File: config.mk
export PLATFORM = sky130hd
export DESIGN_NAME = bit_deserializer
export DESIGN_NICKNAME = d
export VERILOG_FILES = /design/src/rtl/bit_deserializer.sv
export SDC_FILE = /design/constraint.sdc
export NUM_CORES = 1
export LEC_CHECK = 0
export CAP_MARGIN = 25
export CELL_PAD_IN_SITES_DETAIL_PLACEMENT = 0
export CELL_PAD_IN_SITES_GLOBAL_PLACEMENT = 1
export CORE_UTILIZATION = 44
export DETAILED_ROUTE_END_ITERATION = 16
export GPL_TIMING_DRIVEN = 1
export PLACE_DENSITY_LB_ADDON = 0.3
export SETUP_SLACK_MARGIN = 0.4
export SYNTH_ARGS = -nofsm -noshare
export SYNTH_HDL_FRONTEND = slang
export SYNTH_SLANG_ARGS = --single-unit
File: constraint.sdc
create_clock -name clk_200M -period 6.6 [get_ports clk_200M]
set_input_delay 0.99 -clock clk_200M [delete_from_list [all_inputs] [get_ports clk_200M]]
set_output_delay 0.99 -clock clk_200M [all_outputs]
set_load 0.01 [all_outputs]
File: src/rtl/bit_deserializer.sv
// Serial deserializer: hunts for SYNC_WORD on the synchronized line, then emits FRAME_LEN bytes; no backpressure.
// data_valid follows a clk_rec pin edge by ~4 clk_200M cycles. DESER_AUTO_POLARITY_EN also locks on an inverted sync byte.
module bit_deserializer #(
    parameter logic [7:0]  SYNC_WORD = 8'hA5,
    parameter int unsigned FRAME_LEN = 16
) (
    input  logic        clk_200M,
    input  logic        rst,
    input  logic        signal,
    input  logic        clk_rec,
    input  logic [15:0] clk_freq,
    output logic [7:0]  data_out,
    output logic        data_valid,
    output logic        frame_start,
    output logic        frame_done,
    output logic        locked,
    output logic        err_timeout,
    output logic        polarity_inv
);

    typedef enum logic {HUNT = 1'b0, DATA = 1'b1} state_t;

    localparam logic [7:0] LAST_BYTE = 8'(FRAME_LEN - 1);

    logic        sig_s1, sig_s2;
    logic        rec_s1, rec_s2, rec_s3;
    state_t      state, state_nxt;
    logic [7:0]  sr, sr_nxt;
    logic [2:0]  bit_cnt, bit_cnt_nxt;
    logic [7:0]  byte_cnt, byte_cnt_nxt;
    logic [16:0] gap, gap_nxt;
    logic [7:0]  data_nxt;
    logic        valid_nxt, start_nxt, done_nxt, timeout_nxt;
    logic        bit_evt, line_bit, timeout_hit;
    logic [7:0]  sr_shift;

    // clk_rec is sampled as data, so both inputs share the same synchronizer depth.
    always_ff @(posedge clk_200M) begin
        if (rst) begin
            sig_s1 <= 1'b0;
            sig_s2 <= 1'b0;
            rec_s1 <= 1'b0;
            rec_s2 <= 1'b0;
            rec_s3 <= 1'b0;
        end else begin
            sig_s1 <= signal;
            sig_s2 <= sig_s1;
            rec_s1 <= clk_rec;
            rec_s2 <= rec_s1;
            rec_s3 <= rec_s2;
        end
    end

    assign bit_evt = rec_s2 & ~rec_s3;

`ifdef DESER_AUTO_POLARITY_EN
    logic pol_q, pol_nxt;

    assign line_bit     = sig_s2 ^ pol_q;
    assign polarity_inv = pol_q;

    always_ff @(posedge clk_200M) begin
        if (rst) pol_q <= 1'b0;
        else     pol_q <= pol_nxt;
    end
`else
    assign line_bit     = sig_s2;
    assign polarity_inv = 1'b0;
`endif

    assign sr_shift    = {sr[6:0], line_bit};
    assign gap_nxt     = bit_evt ? 17'd0 : ((&gap) ? gap : gap + 17'd1);
    assign timeout_hit = (clk_freq != 16'd0) && ({1'b0, gap} >= {clk_freq, 2'b00});
    assign locked      = (state == DATA);

    always_comb begin
        state_nxt    = state;
        sr_nxt       = sr;
        bit_cnt_nxt  = bit_cnt;
        byte_cnt_nxt = byte_cnt;
        data_nxt     = data_out;
        valid_nxt    = 1'b0;
        start_nxt    = 1'b0;
        done_nxt     = 1'b0;
        timeout_nxt  = 1'b0;
`ifdef DESER_AUTO_POLARITY_EN
        pol_nxt      = pol_q;
`endif
        if (bit_evt) sr_nxt = sr_shift;

        case (state)
            HUNT: begin
                if (bit_evt && sr_shift == SYNC_WORD) begin
                    state_nxt    = DATA;
                    bit_cnt_nxt  = 3'd0;
                    byte_cnt_nxt = 8'd0;
`ifdef DESER_AUTO_POLARITY_EN
                    pol_nxt      = 1'b0;
                end else if (bit_evt && sr_shift == ~SYNC_WORD) begin
                    state_nxt    = DATA;
                    bit_cnt_nxt  = 3'd0;
                    byte_cnt_nxt = 8'd0;
                    pol_nxt      = 1'b1;
`endif
                end
            end
            DATA: begin
                if (bit_evt) begin
                    if (bit_cnt == 3'd7) begin
                        bit_cnt_nxt = 3'd0;
                        data_nxt    = sr_shift;
                        valid_nxt   = 1'b1;
                        start_nxt   = (byte_cnt == 8'd0);
                        if (byte_cnt == LAST_BYTE) begin
                            done_nxt     = 1'b1;
                            state_nxt    = HUNT;
                            byte_cnt_nxt = 8'd0;
                        end else begin
                            byte_cnt_nxt = byte_cnt + 8'd1;
                        end
                    end else begin
                        bit_cnt_nxt = bit_cnt + 3'd1;
                    end
                end else if (timeout_hit) begin
                    // Lost bit clock: the partial byte is dropped, sr keeps its history.
                    state_nxt    = HUNT;
                    timeout_nxt  = 1'b1;
                    bit_cnt_nxt  = 3'd0;
                    byte_cnt_nxt = 8'd0;
                end
            end
            default: state_nxt = HUNT;
        endcase
    end

    always_ff @(posedge clk_200M) begin
        if (rst) begin
            state       <= HUNT;
            sr          <= 8'd0;
            bit_cnt     <= 3'd0;
            byte_cnt    <= 8'd0;
            gap         <= 17'd0;
            data_out    <= 8'd0;
            data_valid  <= 1'b0;
            frame_start <= 1'b0;
            frame_done  <= 1'b0;
            err_timeout <= 1'b0;
        end else begin
            state       <= state_nxt;
            sr          <= sr_nxt;
            bit_cnt     <= bit_cnt_nxt;
            byte_cnt    <= byte_cnt_nxt;
            gap         <= gap_nxt;
            data_out    <= data_nxt;
            data_valid  <= valid_nxt;
            frame_start <= start_nxt;
            frame_done  <= done_nxt;
            err_timeout <= timeout_nxt;
        end
    end

endmodule
==> metrics.cfg, run 1 <==
[clock_network]
cts-resized-gates = 0
cts_tree = built
root_buffer = clkbuf_8
cts_setup_buffers = 0
clk_pin_slew_ps = 110
cts_hold_buf = 0
htree_num_levels = 2
clk_latency_ps = 310
cts_made_buffers = 5
cts_sinks = 53
clockBufferDepth = 2

[synth]
synth_top_area_frac = 0.398
yosys.area_share.simple = 0.248
ys_top_cells_by_count = 53 x dfxtp_1, 50 x nand2_1, 31 x nor2_1, 29 x a21oi_1, 22 x ha_1
ys.flop_type = dfxtp_1
avgSynthCellArea_um2 = 8.39
ys_ff_latch = 53
synth_cell_type_count = 46
syn-cell-area_um2 = 2670
yosys.area_share.adder = 0.103
netlist_instances = 318
synth_compound_area_frac = 0.139
synth_top_area_cell = dfxtp_1
synth_edf_count = 0
yosysSeqAreaShare = 0.398
synth-xor-area-share = 0.0492
synth_area_leaders = dfxtp_1 40%, ha_1 10%, nand2_1 7.0%, a21oi_1 5.4%, nor2_1 4.4%
yosysMostFrequentCell = dfxtp_1
synth_mux_area_frac = 0.0113
async_reset_ff_frac = 0
yosysWarnings = 0
synth_top_family_by_area = simple AND/OR/NAND/NOR gates
synth_nets = 360

[cells_and_area]
instances_no_fill = 421
area_delta_synth_final_pct = 17.3
nets = 387
diodes = 0
layout-drive-gt1-share = 0.0491

[detailed_routing]
viasPerCell = 5.19
antenna_left = 0
drtIter0Drc = 90
drt_first_pass_iters = 4
route.detailed.drc = 0
via_count = 2184
detail_route.wl_per_cell_um = 12.7
wl_um = 5340

[floorplanning]
fp.dieH_um = 79.9
core_area_um2 = 5890
die-width_um = 79.9
ios = 34
start_util = 0.453
rows = 28
die_area_um2 = 6380

[pwr]
vdd_drop_max_v = 0.0000829
power.leakage_nw = 1.17
power_density_nw_per_um2 = 177

[placement]
portBuffers = 32
gp_congestion = 0.769
dp_cells = 413
place_hpwl_um = 4000
dp_slack_ps = 3400

[run_status]
outcome = finished, final reports clean

[timing]
setup_ws_ps = 3760
rsz0062_at_grt = no
worst_pin_slew_ps = 743
drv_slew = 0
setup_viol = 0
slew-limit-headroom = 0.503
fin_skew_ps = 11.1
finalSetupTns_ps = 0
timing.fmax_mhz = 352
period_needed_ps = 2840
fin_crit_sh = 0.430
hold_viol = 0

[setup_path]
worstReg2RegEnd = gap[13]$_SDFFE_PP0N_
crit_required_ps = 6830
cp_max_fo = 5
endpoint = byte_cnt[3]$_SDFFE_PP0P_
startpoint = clk_freq[2]
cpMaxStageDelayCell = clkdlybuf4s50_1
crit_chain = clkdlybuf4s50_1 > inv_1 > ha_1 > a21oi_2 > nor2b_1 > o311a_4 > o31ai_4 > o21ai_2 > a311oi_1
reg2reg_slack_ps = 4010
cpPeakStageDelay_ps = 470
cp.arrival_ps = 3070
reg2reg_depth = 10
end_kind = register
rr_startpoint = gap[6]$_SDFFE_PP0N_
crit_type = input pin to register
cp-start-kind = input pin

[hold_path]
hold_start = sig_s1$_SDFF_PP0_
holdCritPathClass = register to register

[grt]
grt_pass1_wl_um = 9470
overflow = 0
grt_max_degree = 40
grt_pass1_vias = 2092
antenna_found_initial = 0
grt_use_total = 0.189

[flow_run]
cap_viol_max_count = 0

worst max-delay path, delay by kind of cell:
family | cells | cell delay (ps)
simple gates | 1 | 60
fa+ha+maj | 1 | 310
buf+inv | 2 | 510
compound gates | 5 | 1200
flip-flops by register name, summed over array words and instances, names as in the netlist:
signal and cells:
bit_cnt 3, byte_cnt 8, sig_s1 1, err_timeout 1, rec_s2 1, rec_s1 1
line_bit 1, data_out 8, rec_s3 1, locked 1, gap 17, data_valid 1
frame_done 1, frame_start 1, sr 7
kinds of logic after synthesis:
| kind of cell | Yosys count |
|---|---|
| buf+inv | 34 |
| simple gates | 136 |
| compound gates | 54 |
| mux | 3 |
| flops | 53 |
| other cells | 1 |
| fa+ha+maj | 22 |
| xor+xnor | 15 |
how the worst min path moves through the flow:
stage	end	slack, ps	cells after the start
global route	line_bit$_SDFF_PP0_	460	1
CTS	line_bit$_SDFF_PP0_	450	1
finish	line_bit$_SDFF_PP0_	450	1
floorplan	line_bit$_SDFF_PP0_	410	1
detailed placement	line_bit$_SDFF_PP0_	430	1
global placement	line_bit$_SDFF_PP0_	420	1
area by class of cell:
| type | count | area [µm²] |
|---|---|---|
| Fill cell | 556 | 2760 |
| Inverter | 21 | 78.8 |
| Timing Repair Buffer | 33 | 328 |
| Tap cell | 75 | 93.8 |
| Multi-Input combinational cell | 231 | 1470 |
| Clock buffer | 5 | 68.8 |
| Clock inverter | 3 | 26.3 |
| Sequential cell | 53 | 1060 |
where the power goes:
part	switching [mW]	total (mW)	internal, mW	leakage [nW]
logic	0.0184	0.0364	0.0180	0.699
registers	0.00206	0.325	0.322	0.428
clock network	0.115	0.192	0.0773	0.0423
per-stage QoR:
| step | hold WS, ps | instance area, µm² | util | power (mW) |
|---|---|---|---|---|
| finish | 453 | 3130 | 0.532 | 0.553 |
| global placement | 419 | 3040 | 0.516 | 0.368 |
| global route | 464 | 3130 | 0.532 | 0.577 |
| detailed placement | 431 | 3040 | 0.516 | 0.369 |
| floorplan | 414 | 2670 | - | 0.351 |
| CTS | 455 | 3130 | 0.532 | 0.558 |
routing by layer:
metal | wire, µm | vias to the layer above | track usage
met3 | 163 | 5 | 0.0411
li1 | - | 1135 | -
met5 | 0 | - | 0
met1 | 2670 | 1017 | 0.260
met2 | 2450 | 27 | 0.301
met4 | 55 | 0 | 0.0429
cells in the final DEF, fill, tap and decap left out, types with 6 or more instances in the layout:
master | synthesis | layout
dfxtp_1 | 53 | 53
clkdlybuf4s50_1 | 0 | 32
ha_1 | 22 | 22
nand2b_1 | 7 | 7
nand3_1 | 10 | 10
a21oi_1 | 29 | 29
nor4_1 | 6 | 6
nor2_1 | 31 | 31
xor2_1 | 11 | 11
nor2b_1 | 8 | 8
nand2_1 | 50 | 50
inv_1 | 21 | 21
(Power assumes the default switching activity.)
==> run 2, diff against run 1 <==
--- a/config.mk
+++ b/config.mk
@@ -8,7 +8,7 @@
 export CAP_MARGIN = 25
 export CELL_PAD_IN_SITES_DETAIL_PLACEMENT = 0
 export CELL_PAD_IN_SITES_GLOBAL_PLACEMENT = 1
-export CORE_UTILIZATION = 44
+export CORE_UTILIZATION = 37
 export DETAILED_ROUTE_END_ITERATION = 16
 export GPL_TIMING_DRIVEN = 1
 export PLACE_DENSITY_LB_ADDON = 0.3
==> constraint.sdc (replaced) <==
create_clock -name clk_200M -period 2.6 [get_ports clk_200M]
set_input_delay 0.39 -clock clk_200M [delete_from_list [all_inputs] [get_ports clk_200M]]
set_output_delay 0.39 -clock clk_200M [all_outputs]
set_load 0.01 [all_outputs]
==> run 2 against run 1 <==
Die area grew 18%; clock power grew 130%; clock-buffer cell count grew 1; utilization shrank 4.3 points; global-route usage shrank 2.7 points; sequential power grew to 2.5 times the previous value; clock skew shrank 5.2 ps; critical path depth grew 1; highest routed layer unchanged.
==> metrics.cfg, run 2 (synthesis results as in run 1) <==
[hold_path]
min_to = data_out[3]$_SDFFE_PP0P_
hold_depth = 2  ; +1
holdCritPathClass = register to register
hold_start = data_out[3]$_SDFFE_PP0P_

[pwr]
p_comb_frac = 0.074  ; +0.008
power_density_nw_per_um2 = 409  ; +130%
p_seq_frac = 0.600  ; +0.013
power.leakage_nw = 1.28  ; +9.7%
p_sw_frac = 0.232  ; -0.0119
vdd_drop_max_v = 0.000233  ; +180%
internal-power_mw = 1.05  ; +150%
power.switching_mw = 0.319  ; +140%
clock_power_share = 0.326  ; -0.021
fin_total_pwr_mw = 1.37  ; +150%

[floorplanning]
rows = 30  ; +7.1%
start_util = 0.389  ; -0.0649
ios = 34  ; unchanged
die_area_um2 = 7560  ; +18%
fp.dieH_um = 86.9  ; +8.8%
core_area_um2 = 6870  ; +17%
die-width_um = 86.9  ; +8.8%

[detailed_routing]
wl_um = 5450  ; +2.2%
route.detailed.drc = 0  ; unchanged
wl_met1_um = 2850  ; +6.9%
highest_layer = met4
dr_wl_met3_um = 149  ; -8.6%
drt_first_pass_iters = 4  ; unchanged
viasPerCell = 4.82  ; -7.0%
detail_route.wl_per_cell_um = 12.1  ; -4.9%
antenna_left = 0  ; unchanged
drtIter0Drc = 71  ; -21%
wl_met2_um = 2390  ; -2.6%
via_count = 2180  ; -0.18%

[cells_and_area]
nets = 397  ; +2.6%
final_common_cell = dfxtp_1
final_cell_area_um2 = 3360  ; +7.3%
area_delta_synth_final_pct = 25.8
diodes = 0  ; unchanged
post-route-util = 0.489  ; -0.0430
final_cell_mix = 51 x dfxtp_1, 49 x nand2_1, 30 x nor2_1
largest_register = gap
layout-drive-gt1-share = 0.121  ; +0.0717
num-fill-cells = 679  ; +22%
largest_reg_flops = 17  ; unchanged
largestRegisters = gap (17), byte_cnt (8), data_out (8)

[clock_network]
root_buffer = clkbuf_8
clk_latency_ps = 300  ; about the same
htree_num_levels = 2  ; unchanged
cts_hold_buf = 0  ; unchanged
cts_sinks = 53  ; unchanged
clockBufferDepth = 2  ; unchanged
clk_pin_slew_ps = 90  ; -20 ps
cts_made_buffers = 5  ; unchanged
cts_tree = built

[grt]
antenna_found_initial = 0  ; unchanged
grt_use_total = 0.162  ; -0.0274
grt_pass1_wl_um = 9600  ; +1.5%
grt_max_degree = 39  ; -2.5%
overflow = 0  ; unchanged
grt_pass1_vias = 2093  ; +0.048%

[timing]
fin_crit_sh = 0.819
drv_slew = 0  ; unchanged
rsz0062_at_grt = yes
finalSetupTns_ps = 0  ; unchanged
whs_ps = 457  ; +4.28 ps
timing.fmax_mhz = 470
period_needed_ps = 2130
slew-limit-headroom = 0.597  ; +0.0939
setup_viol = 0  ; unchanged
fin_skew_ps = 5.89  ; -5.24 ps
worst_pin_slew_ps = 599  ; -145 ps
hold_viol = 0  ; unchanged

[setup_path]
reg2reg_depth = 9  ; -1
cp.arrival_ps = 2350  ; -720 ps
cp_max_fo = 5  ; unchanged
crit_type = input pin to register
crit_required_ps = 2820  ; -4010 ps
rr_startpoint = gap[9]$_SDFFE_PP0N_
end_kind = register
reg2reg_slack_ps = 490  ; -3520 ps
worstReg2RegEnd = gap[3]$_SDFFE_PP0N_
cp-start-kind = input pin

[placement]
gp_congestion = 0.796  ; +3.5%
place_hpwl_um = 3990  ; -0.20%
dpl_cell_area_um2 = 3120  ; +2.8%
portBuffers = 32  ; unchanged

[flow_run]
cap_viol_max_count = 0  ; unchanged

[run_status]
outcome = finished, final reports clean

-- run 2: cell count changes in the layout (fill, tap and decap cells not counted), sizes merged --
cell / change
clkinv: +2
clkbuf: +1
dlymetal6s2s: +6
inv: -1
buf: +10
clkdlybuf4s50: -6
clkinvlp: -2
-- run 2: per-stage QoR --
step	setup slack [ps]	instances
global placement	61.0	442
finish	471	452
floorplan	402	318
global route	376	452
detailed placement	9.32	442
CTS	401	452
-- run 2: per-layer routing --
| metal | vias up | GRT usage |
|---|---|---|
| met5 | - | 0 |
| li1 | 1146 | - |
| met4 | 0 | 0.0545 |
| met3 | 6 | 0.0284 |
| met1 | 1000 | 0.227 |
| met2 | 28 | 0.250 |
-- run 2: timing repair --
action                     in CTS  in global routing
pin swaps                       3                 10
buffers inserted                2                  0
setup endpoints to repair      12                 20
resized for setup              13                 18
-- run 2: worst max-delay path, cell delays in order --
cell and delay, ps:
clkdlybuf4s50_1 480, inv_1 50, ha_1 300, a21oi_1 140, o21ai_0 120, o2bb2ai_1 170
o31ai_4 180, buf_6 160, o21ai_4 90, a311oi_1 260
-- run 2: worst max path at each step --
| stage | slack [ps] | cells past startpoint | from | endpoint |
|---|---|---|---|---|
| floorplan | 400 | 11 | gap[8]$_SDFFE_PP0N_ | gap[9]$_SDFFE_PP0N_ |
| global placement | 60 | 9 | clk_freq[2] | byte_cnt[2]$_SDFFE_PP0P_ |
| detailed placement | 9 | 9 | clk_freq[2] | byte_cnt[7]$_SDFFE_PP0P_ |
| CTS | 400 | 9 | gap[9]$_SDFFE_PP0N_ | gap[3]$_SDFFE_PP0N_ |
| global route | 380 | 10 | clk_freq[7] | byte_cnt[3]$_SDFFE_PP0P_ |
| finish | 470 | 10 | clk_freq[7] | byte_cnt[7]$_SDFFE_PP0P_ |
-- run 2: power by group through the flow --
| stage | logic (mW) | clock network [mW] | registers [mW] |
|---|---|---|---|
| after floorplan | 0.0504 | 0 | 0.841 |
| after global placement | 0.0951 | 0 | 0.842 |
| after detailed placement | 0.0950 | 0 | 0.842 |
| after CTS | 0.0980 | 0.465 | 0.824 |
| after global routing | 0.114 | 0.504 | 0.825 |
| final | 0.101 | 0.448 | 0.823 |
-- run 2: area by class of cell --
type | instances | area [µm²] | share of cell area
Clock buffer | 6 | 72.6 | 0.0216
Tap cell | 96 | 120 | 0.0358
Sequential cell | 53 | 1060 | 0.317
Multi-Input combinational cell | 231 | 1590 | 0.474
Inverter | 21 | 78.8 | 0.0235
Timing Repair Buffer | 43 | 422 | 0.126
Clock inverter | 2 | 10.0 | 0.00298
